<file path="config.mk">
export PLATFORM = sky130hd
export DESIGN_NAME = mlp_error_batch
export DESIGN_NICKNAME = d
export VERILOG_FILES = /design/src/rtl/mlp_error_batch.sv
export SDC_FILE = /design/constraint.sdc
export NUM_CORES = 1
export LEC_CHECK = 0
export ABC_AREA = 1
export CORE_MARGIN = 8
export CORE_UTILIZATION = 55
export CTS_CLUSTER_SIZE = 28
export DETAILED_ROUTE_END_ITERATION = 16
export PLACE_DENSITY = 0.89
export SLEW_MARGIN = 10
export SYNTH_ARGS = -nofsm -noshare
export SYNTH_HDL_FRONTEND = slang
export SYNTH_SLANG_ARGS = --single-unit
</file>
<file path="constraint.sdc">
create_clock -name clk -period 3.12 [get_ports clk]
set_input_delay 0.312 -clock clk [delete_from_list [all_inputs] [get_ports clk]]
set_output_delay 0.312 -clock clk [all_outputs]
set_load 0.02 [all_outputs]
</file>
<file path="src/rtl/mlp_error_batch.sv">
// Per-class error vector, argmax prediction and per-batch error statistics.
// Defining MLP_ERR_SQERR_EN adds the sq_err_acc squared-error accumulator port.
//
// state | meaning
// IDLE  | samples are processed, batch statistics held
// RUN   | accepted samples are counted and accumulated
// DONE  | batch_done for one cycle, then IDLE
module mlp_error_batch #(
    parameter int W     = 8,
    parameter int FRAC  = 6,
    parameter int N_CLS = 2,
    parameter int CLS_W = 1,
    parameter int MODE  = 0,
    parameter int CNT_W = 8,
    parameter int ACC_W = 16
) (
    input  logic               clk,
    input  logic               rst_n,
    input  logic               in_valid,
    output logic               in_ready,
    input  logic [N_CLS*W-1:0] y_score,
    input  logic [CLS_W-1:0]   cls_idx,
    output logic               err_valid,
    input  logic               err_ready,
    output logic [N_CLS*W-1:0] err_out,
    output logic [CLS_W-1:0]   pred_idx,
    output logic               correct,
    input  logic               batch_start,
    input  logic [CNT_W-1:0]   batch_len,
    output logic               batch_busy,
    output logic               batch_done,
    output logic [ACC_W-1:0]   abs_err_acc,
`ifdef MLP_ERR_SQERR_EN
    output logic [ACC_W-1:0]   sq_err_acc,
`endif
    output logic [CNT_W-1:0]   miss_cnt
);

    localparam logic signed [W-1:0] ONE = W'(1 << FRAC);
    localparam int SUM_W = W + $clog2(N_CLS) + 1;
    localparam int EXT_W = ((ACC_W > SUM_W) ? ACC_W : SUM_W) + 1;
    localparam logic [EXT_W-1:0] ACC_MAX = EXT_W'({ACC_W{1'b1}});

    typedef enum logic [1:0] {IDLE, RUN, DONE} state_t;

    state_t             state, state_nxt;
    logic               accept;
    logic [N_CLS*W-1:0] err_c;
    logic [CLS_W-1:0]   pred_c;
    logic               correct_c;
    logic [SUM_W-1:0]   abs_sum_c;
    logic [CNT_W-1:0]   cnt, len, cnt_inc, cnt_base;
    logic               clr, add;
    logic [ACC_W-1:0]   abs_base, abs_upd;
    logic [EXT_W-1:0]   abs_wide;
    logic [CNT_W-1:0]   miss_base, miss_upd;
`ifdef MLP_ERR_SQERR_EN
    logic [SUM_W-1:0]   sq_sum_c;
    logic [ACC_W-1:0]   sq_base, sq_upd;
    logic [EXT_W-1:0]   sq_wide;
`endif

    assign in_ready   = !err_valid || err_ready;
    assign accept     = in_valid && in_ready;
    assign batch_busy = (state == RUN);
    assign batch_done = (state == DONE);

    // Quantise, subtract from one-hot target, and track the argmax (ties keep lowest index).
    always_comb begin
        logic signed [W-1:0]   s, q, t, e, best;
        logic signed [2*W-1:0] p;
        s = '0;
        q = '0;
        t = '0;
        e = '0;
        p = '0;
        best = $signed(y_score[W-1:0]);
        err_c = '0;
        pred_c = '0;
        abs_sum_c = '0;
`ifdef MLP_ERR_SQERR_EN
        sq_sum_c = '0;
`endif
        for (int k = 0; k < N_CLS; k++) begin
            s = $signed(y_score[k*W +: W]);
            if (MODE == 0)
                q = (s > 0) ? ONE : '0;
            else if (s < 0)
                q = '0;
            else if (s > ONE)
                q = ONE;
            else
                q = s;
            t = (int'(cls_idx) == k) ? ONE : '0;
            e = t - q;
            err_c[k*W +: W] = e;
            abs_sum_c = abs_sum_c + SUM_W'((e < 0) ? -e : e);
            p = (2*W)'(e) * (2*W)'(e);
`ifdef MLP_ERR_SQERR_EN
            sq_sum_c = sq_sum_c + SUM_W'(p >> FRAC);
`endif
            if (k > 0 && s > best) begin
                best = s;
                pred_c = CLS_W'(k);
            end
        end
    end

    assign correct_c = (pred_c == cls_idx);

    always_ff @(posedge clk or negedge rst_n) begin
        if (!rst_n) begin
            err_valid <= 1'b0;
            err_out   <= '0;
            pred_idx  <= '0;
            correct   <= 1'b0;
        end else if (accept) begin
            err_valid <= 1'b1;
            err_out   <= err_c;
            pred_idx  <= pred_c;
            correct   <= correct_c;
        end else if (err_ready) begin
            err_valid <= 1'b0;
        end
    end

    // A batch_start overrides the current state; a same-cycle accept becomes sample 1.
    always_comb begin
        state_nxt = state;
        clr = 1'b0;
        add = 1'b0;
        cnt_inc = cnt + 1'b1;
        case (state)
            IDLE: state_nxt = IDLE;
            RUN: begin
                if (accept) begin
                    add = 1'b1;
                    if (cnt_inc == len)
                        state_nxt = DONE;
                end
            end
            DONE: state_nxt = IDLE;
            default: state_nxt = IDLE;
        endcase
        if (batch_start) begin
            clr = 1'b1;
            add = 1'b0;
            if (batch_len == '0) begin
                state_nxt = DONE;
            end else if (accept) begin
                add = 1'b1;
                state_nxt = (batch_len == CNT_W'(1)) ? DONE : RUN;
            end else begin
                state_nxt = RUN;
            end
        end
    end

    always_comb begin
        cnt_base  = clr ? '0 : cnt;
        abs_base  = clr ? '0 : abs_err_acc;
        miss_base = clr ? '0 : miss_cnt;
        abs_wide  = EXT_W'(abs_base) + EXT_W'(abs_sum_c);
        abs_upd   = (abs_wide > ACC_MAX) ? ACC_W'(ACC_MAX) : ACC_W'(abs_wide);
        if (correct_c || miss_base == '1)
            miss_upd = miss_base;
        else
            miss_upd = miss_base + 1'b1;
`ifdef MLP_ERR_SQERR_EN
        sq_base = clr ? '0 : sq_err_acc;
        sq_wide = EXT_W'(sq_base) + EXT_W'(sq_sum_c);
        sq_upd  = (sq_wide > ACC_MAX) ? ACC_W'(ACC_MAX) : ACC_W'(sq_wide);
`endif
    end

    always_ff @(posedge clk or negedge rst_n) begin
        if (!rst_n) begin
            state       <= IDLE;
            cnt         <= '0;
            len         <= '0;
            abs_err_acc <= '0;
            miss_cnt    <= '0;
`ifdef MLP_ERR_SQERR_EN
            sq_err_acc  <= '0;
`endif
        end else begin
            state <= state_nxt;
            if (batch_start)
                len <= batch_len;
            if (clr || add) begin
                cnt         <= add ? cnt_base + 1'b1 : cnt_base;
                abs_err_acc <= add ? abs_upd : abs_base;
                miss_cnt    <= add ? miss_upd : miss_base;
`ifdef MLP_ERR_SQERR_EN
                sq_err_acc  <= add ? sq_upd : sq_base;
`endif
            end
        end
    end

endmodule

</file>
==> results of run 1 <==
where the power goes:
part,total (uW),internal (uW),switching [uW]
clock,380,155,225
sequential,708,676,31.6
combinational,511,219,292
total,1600,1050,548
worst max-delay path, cell delays in order:
cell             delay, ns
clkdlybuf4s50_1       0.52
nor2_1                0.10
a31oi_2               0.28
inv_2                 0.09
ha_4                  0.28
buf_4                 0.13
nand2_4               0.06
fa_2                  0.58
inv_2                 0.05
ha_1                  0.29
nand3_1               0.09
nand2_1               0.11
nand2_1               0.07
a21oi_2               0.18
nand3_2               0.14
nor2_4                0.14
nand2_2               0.07
xor2_1                0.16
nand2_1               0.06
nand2_1               0.04
routing by layer:
layer  vias up  track usage  part of all wire
li1       1510            -                 -
met4         0        0.111             0.045
met5         -            0                 0
met1      1604        0.248              0.37
met2       233        0.387              0.50
met3        55       0.0504             0.085
cells in the final DEF (no fill, tap or decap), drive strengths merged, types with 12 or more instances in the layout:
cell type,synthesis,routed
nor2,43,43
conb,1,12
xnor2,12,12
xor2,17,17
ha,22,22
nand3,24,24
inv,72,72
clkdlybuf4s50,0,53
nand2,106,106
dfrtp,49,49
o21ai,13,13
buf,17,39
cells by family after synthesis:
family,share of synthesized area
buf+inv,0.124
fa+ha+maj,0.0947
flops,0.368
simple gates,0.265
xor+xnor,0.0763
compound gates,0.0695
other cells,0.00113
worst max path at each step:
stage	from	to	slack (ns)	cells after the start
after floorplan	y_score[14]	abs_err_acc[15]$_DFFE_PN0P_	-0.28	20
after global placement	y_score[14]	abs_err_acc[15]$_DFFE_PN0P_	-0.82	21
after detailed placement	y_score[14]	abs_err_acc[15]$_DFFE_PN0P_	-0.97	21
after CTS	y_score[13]	abs_err_acc[15]$_DFFE_PN0P_	-0.37	21
after global routing	y_score[4]	abs_err_acc[13]$_DFFE_PN0P_	-0.45	19
final	y_score[4]	abs_err_acc[15]$_DFFE_PN0P_	-0.41	20
final cells by class:
type,count,area [um2],area share
clock buffers,5,68.8,0.0149
clock inverters,3,17.5,0.00380
inverters,72,278,0.0603
multi-input cells,295,2020,0.438
flip-flops and latches,49,1230,0.266
well taps,75,93.8,0.0204
repair buffers,97,906,0.197
state kept, by name, indices dropped and copies added (netlist names):
| signal | count |
|---|---|
| len | 8 |
| correct | 1 |
| cnt | 8 |
| pred_idx | 1 |
| err_valid | 1 |
| abs_err_acc | 16 |
| state | 2 |
| miss_cnt | 8 |
| err_out | 4 |
per-stage QoR:
stage,power [uW],area (um2),util,instances,hold slack (ns)
6_report,1600,4610,0.783,596,0.0109
5_1_grt,1680,4610,0.783,596,0.0713
4_1_cts,1540,4370,0.742,592,0.245
3_5_place_dp,1140,4120,0.700,573,0.466
3_3_place_gp,1130,4120,0.700,573,0.466
2_1_floorplan,967,3400,-,435,0.0164
what timing repair did:
item | 4_1_cts | 5_1_grt
resized for setup | 31 | 49
buffers inserted | 10 | 5
pin swaps | 14 | 23
endpoints found under the setup margin | 16 | 16
gates cloned | 1 | 0
==> impl.org, run 1 <==
** Cells and area
- Number of fillers in the final layout :: 378
- From synthesis to final layout, the design area changed by 38.5%.
- Of the cells placed in the final design, the portion with a size suffix greater than 1 is 0.203.
- After the last flow step, the layout net total stands at 574.
- Antenna cell count :: 0

** Synthesis
- Of the post-synthesis cell area, the dominant cell type holds 0.368.
- Async S/R FF share, synth :: 1.00
- For this run, the number of Yosys warnings is 0.
- Dominant cell type by area after synthesis :: dfrtp_1
- The average instance in the mapped netlist occupies 7.85 um2.
- Post-synthesis sequential area ratio :: 0.368
- By area the synthesized netlist is led by dfrtp_1, nand2_1, ha_1.
- In this run, synthesis produced a sequential element count of 49.
- Number of standard cells after synthesis :: approximately 420
- In this run, synthesis inferred 0 flip-flops with an integrated enable.
- Synth Flop Type :: dfrtp_1
- In this run the cell area of the synthesized design comes to 0.00333 mm2.
- In the synthesized netlist, the cells that appear most often are nand2_1, inv_1, dfrtp_1, nor2_1, nand3_1.
- Most frequent cell after synthesis :: nand2_1
- Number of distinct library cells after synthesis :: 38

** Worst setup path
- Worst reg2reg endpoint :: abs_err_acc[3]$_DFFE_PN0P_
- Crit path max fanout :: 2
- In this run the register-to-register setup slack is 0.96 ns.
- Reg2Reg Depth :: 12
- Worst Path Class, Setup :: primary input to flip-flop
- STA classifies the critical path endpoint as a flip-flop.
- The worst setup path is launched from a primary input.
- Arrival @ worst endpoint :: 3.75 ns
- Data required time at the worst endpoint :: approximately 3.3 ns
- R2r startpoint :: abs_err_acc[6]$_DFFE_PN0P_

** Drt
- Routed length per instance :: 18.6 um
- The routed design has roughly 11000 um of wire.
- Via density per instance :: 5.71
- DRC Markers :: 0
- Vias after detailed routing :: approximately 3400
- TritonRoute pass-1 iters :: 6
- The first routing iteration left 249 violations.
- Detail Route Antenna Nets :: 0

** Placement
- The wire-length estimate of the detail-placed layout is 6490 um.
- Routability-driven placement finished with a final weighted congestion of between 0.9 and 1.
- Port buffering added 63 buffers.
- Prior to clock tree synthesis, the placed netlist has a worst setup slack of -0.974 ns.

** Floorplan
- The initial utilization of the core area, before any placement, comes to 0.565.
- Chip width :: between 90 and 100 um
- Area of the die :: 0.00880 mm2
- # IOs :: 76
- The core region is 0.00589 mm2.
- From bottom edge to top edge, the die measures 93.8 um.
- Std cell rows :: 28

** Run status
- Failing checks :: setup timing
- Outcome :: finished, violations left

** Timing
- Actual transition at the worst max-transition pin :: ~0.65 ns
- Normalized max-slew margin :: 0.567
- Fraction of the cycle the final worst path needs :: 1.13
- Number of max-slew violations in the final report :: 0
- Final Hold Violating Endpoints :: 0
- Time the worst path needs with I/O delays and setup :: around 3.5 ns
- Based on the critical path, the design can be clocked at up to about 280 MHz.
- After layout, the worst setup slack is -0.412 ns.
- Setup repair after global routing missed its margin :: yes
- Clk_skew :: 0.00962 ns
- Setup total negative slack :: -5.64 ns
- Number of setup violations in the final report :: 16

** Clock tree
- Sink Count :: 49
- Clock latency at the later pin of the worst-skew pair :: 0.31 ns
- The clock passes through at most 2 buffers.
- H-tree depth :: 2
- Number of hold-repair buffers added at the cts stage :: 0
- Clock tree synthesis selected as its root buffer the cell clkbuf_8.
- TritonCTS built the clock tree.
- TritonCTS created 5 clock buffers.
- CTS clk-pin slew, worst paths :: 0.10 ns

** Global routing
- The total overflow left after global routing is 0.
- Total global-route track usage :: 0.222
- Initial antenna violation count :: 0
- Entering global routing, the biggest net connects 50 pins.
- Number of global-route vias before repair :: about 3300
- Global-route wire length before repair :: approximately 16000 um

** Power
- Peak supply drop :: 0.232 mV
- For this design the static power due to leakage is roughly 0.0023 uW.
- Dividing total power by cell area gives a power density of 347 mW/mm2.

** Job
- The tool flagged a number of max-cap violations equal to 0.

** Hold path
- Class of the tightest hold or removal check :: primary input to asynchronous set/reset pin
Note: power is estimated with default switching activity, not from simulation.
==> run 2, diff against run 1 <==
--- a/config.mk
+++ b/config.mk
@@ -6,12 +6,13 @@
 export NUM_CORES = 1
 export LEC_CHECK = 0
 export ABC_AREA = 1
+export CAP_MARGIN = 20
 export CORE_MARGIN = 8
 export CORE_UTILIZATION = 55
 export CTS_CLUSTER_SIZE = 28
 export DETAILED_ROUTE_END_ITERATION = 16
 export PLACE_DENSITY = 0.89
-export SLEW_MARGIN = 10
+export SLEW_MARGIN = 20
 export SYNTH_ARGS = -nofsm -noshare
 export SYNTH_HDL_FRONTEND = slang
 export SYNTH_SLANG_ARGS = --single-unit
==> constraint.sdc (replaced) <==
create_clock -name clk -period 4.25 [get_ports clk]
set_input_delay 0.425 -clock clk [delete_from_list [all_inputs] [get_ports clk]]
set_output_delay 0.425 -clock clk [all_outputs]
set_load 0.02 [all_outputs]
==> impl.org, run 2 (synthesis results as in run 1) <==
** Clock tree
- CTS Buffer Depth :: 2
- CTS Buf Count :: 5
- Clock latency at the later pin of the worst-skew pair :: 0.32 ns
- After clock tree synthesis, the clock-pin slew on the worst setup and hold paths is 0.10 ns.
- H-tree depth :: 2
- Library cell used as clock root buffer :: clkbuf_8
- TritonCTS built the clock tree.
- Sink Count :: 49
- Number of hold-repair buffers added at the cts stage :: 0

** Power
- PnR Total Power :: 1130 uW
- In this run the static leakage power is 0.00206 uW.
- Peak supply drop :: 0.159 mV
- In this run the power density over the cells is 276 mW/mm2.

** Floorplan
- The core region is 0.00589 mm2.
- The die covers 0.00880 mm2.
- The floorplan step set the die width to 93.8 um.
- For this configuration, the core starts out at a cell density of 0.565.
- 76 I/O pins were placed.
- The floorplan has 28 rows.
- The die is 93.8 um tall.

** Timing
- Setup repair after global routing missed its margin :: no
- Fraction of the cycle the final worst path needs :: 0.931
- Number of setup violations in the final report :: 0
- Maximum clock rate :: 253 MHz
- Measured against its own limit, the worst slew margin works out to 0.587.
- Actual transition at the worst max-transition pin :: 0.620 ns
- Clock skew on the completed layout was measured at 0.00638 ns.
- Final hold slack :: around 0.11 ns
- The routed design could run at a clock period as short as 3.96 ns.
- Once routing completed, OpenROAD measured the worst setup slack at 0.292 ns.
- Number of max-slew violations in the final report :: 0
- Adding up every negative setup slack in the final design gives 0 ns.
- The total count of hold-check failures in the final report was 0.

** Placement
- Post-detailed-placement cell area :: about 0.0040 mm2
- Timing analysis after detailed placement gives a worst setup slack of -0.149 ns.
- The HPWL after detailed placement is roughly 6200 um.
- Final weighted congestion of routability-driven global placement :: 0.903
- Port buffer count :: 63

** Cells and area
- The layout has ~450 filler cells.
- In the layout the commonest cells are nand2_1, inv_1, clkdlybuf4s50_1, dfrtp_1, nor2_1.
- The repair_antennas step left the layout with diodes totalling 0.
- Register name with the most flops :: abs_err_acc
- Synth-to-layout area growth :: 22.4%
- Combined flip-flop and latch cell area :: about 0.0012 mm2
- Flip-flop count of the largest register, all copies and words added :: 16
- Most common cell after layout, fill and taps aside :: nand2_1
- At the end of the flow, the number of nets in the layout was approximately 540.
- Summing all multi-input logic gate instances after layout gives 0.00174 mm2.
- Summing all non-filler instances in the final layout gives an area of 0.00407 mm2.
- Of the cells placed in the final design, the portion with a size suffix greater than 1 is 0.0635.

** Worst setup path
- The worst setup path is launched from a primary input.
- For the worst setup path, the data arrival time is 4.17 ns.
- Along the worst path, the maximum fanout reaches 4.
- Worst Setup End Kind :: flip-flop
- By startpoint and endpoint, the worst setup path is classified as primary input to flip-flop.
- At the worst endpoint, the required time is 4.47 ns.

** Global routing
- Total congestion overflow after global routing :: 0
- The via count of the first global-routing pass is 2989.
- Total global-route track usage :: 0.190
- Maximum number of pins on one net before global-route repair :: 50
- The number of antenna violations at the first check in global routing was 0.
- The first global-routing pass estimated 13700 um of wire.

** Drt
- Routed length per instance :: 14.3 um
- Vias after detailed routing :: roughly 3000
- TritonRoute pass-1 iters :: 5
- Dividing the detail-routed via count by the number of cells gives 5.20.
- For this run, design rule violations remaining after detail routing come to 0.
- The count of nets left with antenna violations once routing finished came out at 0.
- Final Routed Wirelength :: 8040 um
- Violation count after the first detailed-routing iteration :: 186

** Job
- Count of maximum capacitance violations :: 0

** Hold path
- Class of the tightest hold or removal check :: primary input to asynchronous set/reset pin

** Run status
- Outcome :: finished clean
-- run 2: per-layer routing --
layer,up-vias,routed length (um),GRT usage
li1,1438,-,-
met1,1367,3210,0.224
met2,104,4110,0.338
met3,20,539,0.0328
met4,0,194,0.0661
met5,-,0,0
-- run 2: cell type report --
type | instances | area share
sequential | 49 | 0.301
multi-input combinational | 294 | 0.428
timing repair buffer | 65 | 0.158
tap | 75 | 0.0230
clock inverter | 3 | 0.00707
inverter | 72 | 0.0664
clock buffer | 5 | 0.0169
-- run 2: final timing paths --
path | depth (start not counted) | endpoint | start | slack, ns
min in group clk | 2 | abs_err_acc[5]$_DFFE_PN0P_ | abs_err_acc[5]$_DFFE_PN0P_ | 0.49
min | 1 | miss_cnt[2]$_DFFE_PN0P_ | rst_n | 0.11
min reg2reg | 2 | abs_err_acc[5]$_DFFE_PN0P_ | abs_err_acc[5]$_DFFE_PN0P_ | 0.49
max in group asynchronous | 1 | len[0]$_DFFE_PN0P_ | rst_n | 3.72
max reg2reg | 12 | abs_err_acc[15]$_DFFE_PN0P_ | abs_err_acc[6]$_DFFE_PN0P_ | 2.10
max | 21 | abs_err_acc[15]$_DFFE_PN0P_ | y_score[12] | 0.29
-- run 2: report_power, final --
part | internal, uW | switching, uW
clock | 125 | 184
combinational | 123 | 175
sequential | 497 | 22.1
total | 744 | 381
-- run 2: through the flow --
stage                      util  cells
after floorplan               -    435
after global placement    0.672    554
after detailed placement  0.672    554
after CTS                 0.688    562
after global routing      0.692    563
final                     0.692    563
-- run 2: timing repair --
action | 4_1_cts | 5_1_grt
setup buffers | 0 | 1
endpoints found under the setup margin | 0 | 1
gates resized for setup | 0 | 3
-- run 2: critical path: stages --
cell and delay [ns]:
clkdlybuf4s50_1 0.43, or4_1 0.54, nor4_2 0.18, nor2_1 0.09
ha_1 0.30, inv_1 0.07, ha_1 0.15, inv_1 0.06
fa_1 0.37, xnor2_1 0.14, ha_1 0.34, nand3_1 0.11
nand2_1 0.13, nand2_1 0.09, a21oi_2 0.16, nand3_1 0.13
nor2_2 0.13, nand2_1 0.07, xor2_1 0.14, nand2_1 0.06
nand2_1 0.05
==> run 3, diff against run 2 <==
==> constraint.sdc (replaced) <==
create_clock -name clk -period 5.05 [get_ports clk]
set_input_delay 0.505 -clock clk [delete_from_list [all_inputs] [get_ports clk]]
set_output_delay 0.505 -clock clk [all_outputs]
set_load 0.02 [all_outputs]
==> impl.org, run 3 (synthesis results as in run 1) <==
** Power
- For this design the total switching power over the nets is 297 uW.
- Of the total power, the share spent switching nets is 0.325.
- Int Power :: 618 uW
- Combinational group share of total power :: 0.269
- After layout, the design draws a total of 915 uW.
- Peak supply drop :: 0.138 mV
- Power share of the clock group :: 0.254
- In this run the power density over the cells is 227 mW/mm2.
- Of the total power, registers draw 0.476.
- Leakage Power :: 0.00204 uW

** Global routing
- Total congestion overflow after global routing :: 0
- Global-route wire length before repair :: 13300 um
- Total global-route track usage :: 0.186
- Entering global routing, the biggest net connects 50 pins.
- The via count of the first global-routing pass is 2959.
- Initial antenna violation count :: 0

** Floorplan
- In this run the core area contains 28 standard-cell rows.
- The initial utilization of the core area, before any placement, comes to 0.565.
- During I/O placement, the number of pins put on the boundary was 76.
- The die covers between 0.008 and 0.009 mm2.
- Die boundary height :: 93.8 um
- Chip width :: 93.8 um
- Core Footprint :: 0.00589 mm2

** Drt
- Detail Route Antenna Nets :: 0
- Vias after detailed routing :: 2899
- DRC Markers :: 0
- Routed length per instance :: 13.8 um
- Violation count after the first detailed-routing iteration :: 112
- In the routed layout, each cell is associated on average with a via count of 5.16.
- The routed design has 7780 um of wire.
- TritonRoute pass-1 iters :: 4

** Timing
- Subtracting the final worst setup slack from the clock period gives 4.19 ns.
- Timing would allow up to approximately 240 MHz.
- Setup repair after global routing left no endpoint under its margin.
- Normalized max-slew margin :: 0.579
- The max-slew violation count is 0.
- Final Hold Violating Endpoints :: 0
- Dividing the final minimum period by the clock period gives 0.831.
- Clk_skew :: 0.00455 ns
- Setup slack on the critical path of the routed design comes to approximately 0.86 ns.
- Actual transition at the worst max-transition pin :: 0.629 ns
- Setup total negative slack :: 0 ns
- Number of setup violations in the final report :: 0

** Clock tree
- In this run, CTS created clock tree buffers numbering 5.
- Number of hold-repair buffers added at the cts stage :: 0
- Clock-pin slew was measured on the worst setup and hold paths at 0.09 ns.
- Resized cells post-CTS :: 0
- The longest clock path from root to sink contains 2 buffers.
- The cell sitting at the root of the clock tree is a clkbuf_8.
- Clock latency at the later pin of the worst-skew pair :: about 0.30 ns
- Sink Count :: 49
- Total setup buffers inserted after CTS :: 0
- H-tree depth :: 2
- TritonCTS built the clock tree.

** Cells and area
- For this run, the post-layout net count is 540.
- Layout cells sized above 1 :: 0.0513
- The top cell types in the final layout, fill and taps aside, are nand2_1, inv_1, clkdlybuf4s50_1, dfrtp_1, nor2_1.
- The library cell used most frequently in the layout, excluding fill and tap cells, is nand2_1.
- Compared with the post-synthesis result, the final layout area differs by 21.4%.
- Register name with the most flops :: abs_err_acc
- The register with the most flip-flops in the layout has 16 of them.
- Antenna cell count :: 0

** Worst setup path
- Of all nets on the critical path, the largest fanout is 4.
- Flop2flop setup slack :: 2.87 ns
- Kind of start point of the critical path :: primary input
- Worst Path Class, Setup :: primary input to flip-flop
- Worst Setup End Kind :: flip-flop
- STA puts the critical path data arrival time at 4.39 ns.
- Reg2Reg Depth :: 12
- For the worst setup path, the data required time is 5.25 ns.

** Placement
- At the placement stage, the worst setup path has a slack of around 0.57 ns.
- Final weighted congestion of routability-driven global placement :: 0.912
- After legalization and detailed placement, the total HPWL measured 6040 um.
- Buffers placed on the I/O ports in this run total 63.

** Run status
- Outcome :: finished clean

** Job
- The tool flagged a number of max-cap violations equal to 0.

** Hold path
- Class of the tightest hold or removal check :: primary input to asynchronous set/reset pin
## run 3: routing by layer
layer | vias up | GRT usage | wire length (um)
met5 | - | 0 | 0
li1 | 1438 | - | -
met3 | 12 | 0.0368 | 384
met2 | 65 | 0.329 | 4060
met1 | 1384 | 0.217 | 3210
met4 | 0 | 0.0647 | 128
## run 3: critical path, cell delays in order
cell,delay (ns)
clkdlybuf4s50_1,0.42
or4_1,0.52
nor4_1,0.28
nor2_1,0.11
ha_1,0.31
inv_1,0.07
ha_1,0.15
inv_1,0.06
fa_1,0.38
xnor2_1,0.14
ha_1,0.36
a21oi_1,0.10
nand2_1,0.12
nand2_1,0.08
a21oi_1,0.20
nand3_1,0.12
nor2_1,0.15
nand2_1,0.08
xor2_1,0.15
nand2_1,0.06
nand2_1,0.05
## run 3: cell type report
type	instances	area, um2
Timing Repair Buffer	64	636
Clock buffer	7	76.3
Inverter	72	270
Multi-Input combinational cell	294	1730
Sequential cell	49	1230
Tap cell	75	93.8
Clock inverter	1	7.51
Fill cell	456	1850
## run 3: power by group through the flow
stage / Sequential, uW / Clock [uW] / Combinational, uW
after floorplan: 461 / 0 / 136
after CTS: 436 / 235 / 249
after global placement: 443 / 0 / 238
after detailed placement: 443 / 0 / 247
final: 436 / 233 / 247
after global routing: 440 / 249 / 276
## run 3: through the flow
| step | cells | hold WS, ns | instance area, um2 | utilization |
|---|---|---|---|---|
| after floorplan | 435 | 0.209 | 3370 | - |
| after global placement | 554 | 0.464 | 3950 | 0.672 |
| after detailed placement | 554 | 0.467 | 3950 | 0.672 |
| after CTS | 562 | 0.446 | 4040 | 0.686 |
| after global routing | 562 | 0.269 | 4040 | 0.686 |
| final | 562 | 0.212 | 4040 | 0.686 |
## run 3: path summary, 6_finish.rpt
path / from / to
min: rst_n / err_valid$_DFFE_PN0P_
max reg2reg: abs_err_acc[6]$_DFFE_PN0P_ / abs_err_acc[15]$_DFFE_PN0P_
max in group asynchronous: rst_n / err_out[15]$_DFFE_PN0P_
min in group clk: abs_err_acc[4]$_DFFE_PN0P_ / abs_err_acc[4]$_DFFE_PN0P_
min reg2reg: abs_err_acc[4]$_DFFE_PN0P_ / abs_err_acc[4]$_DFFE_PN0P_
max: y_score[14] / abs_err_acc[15]$_DFFE_PN0P_
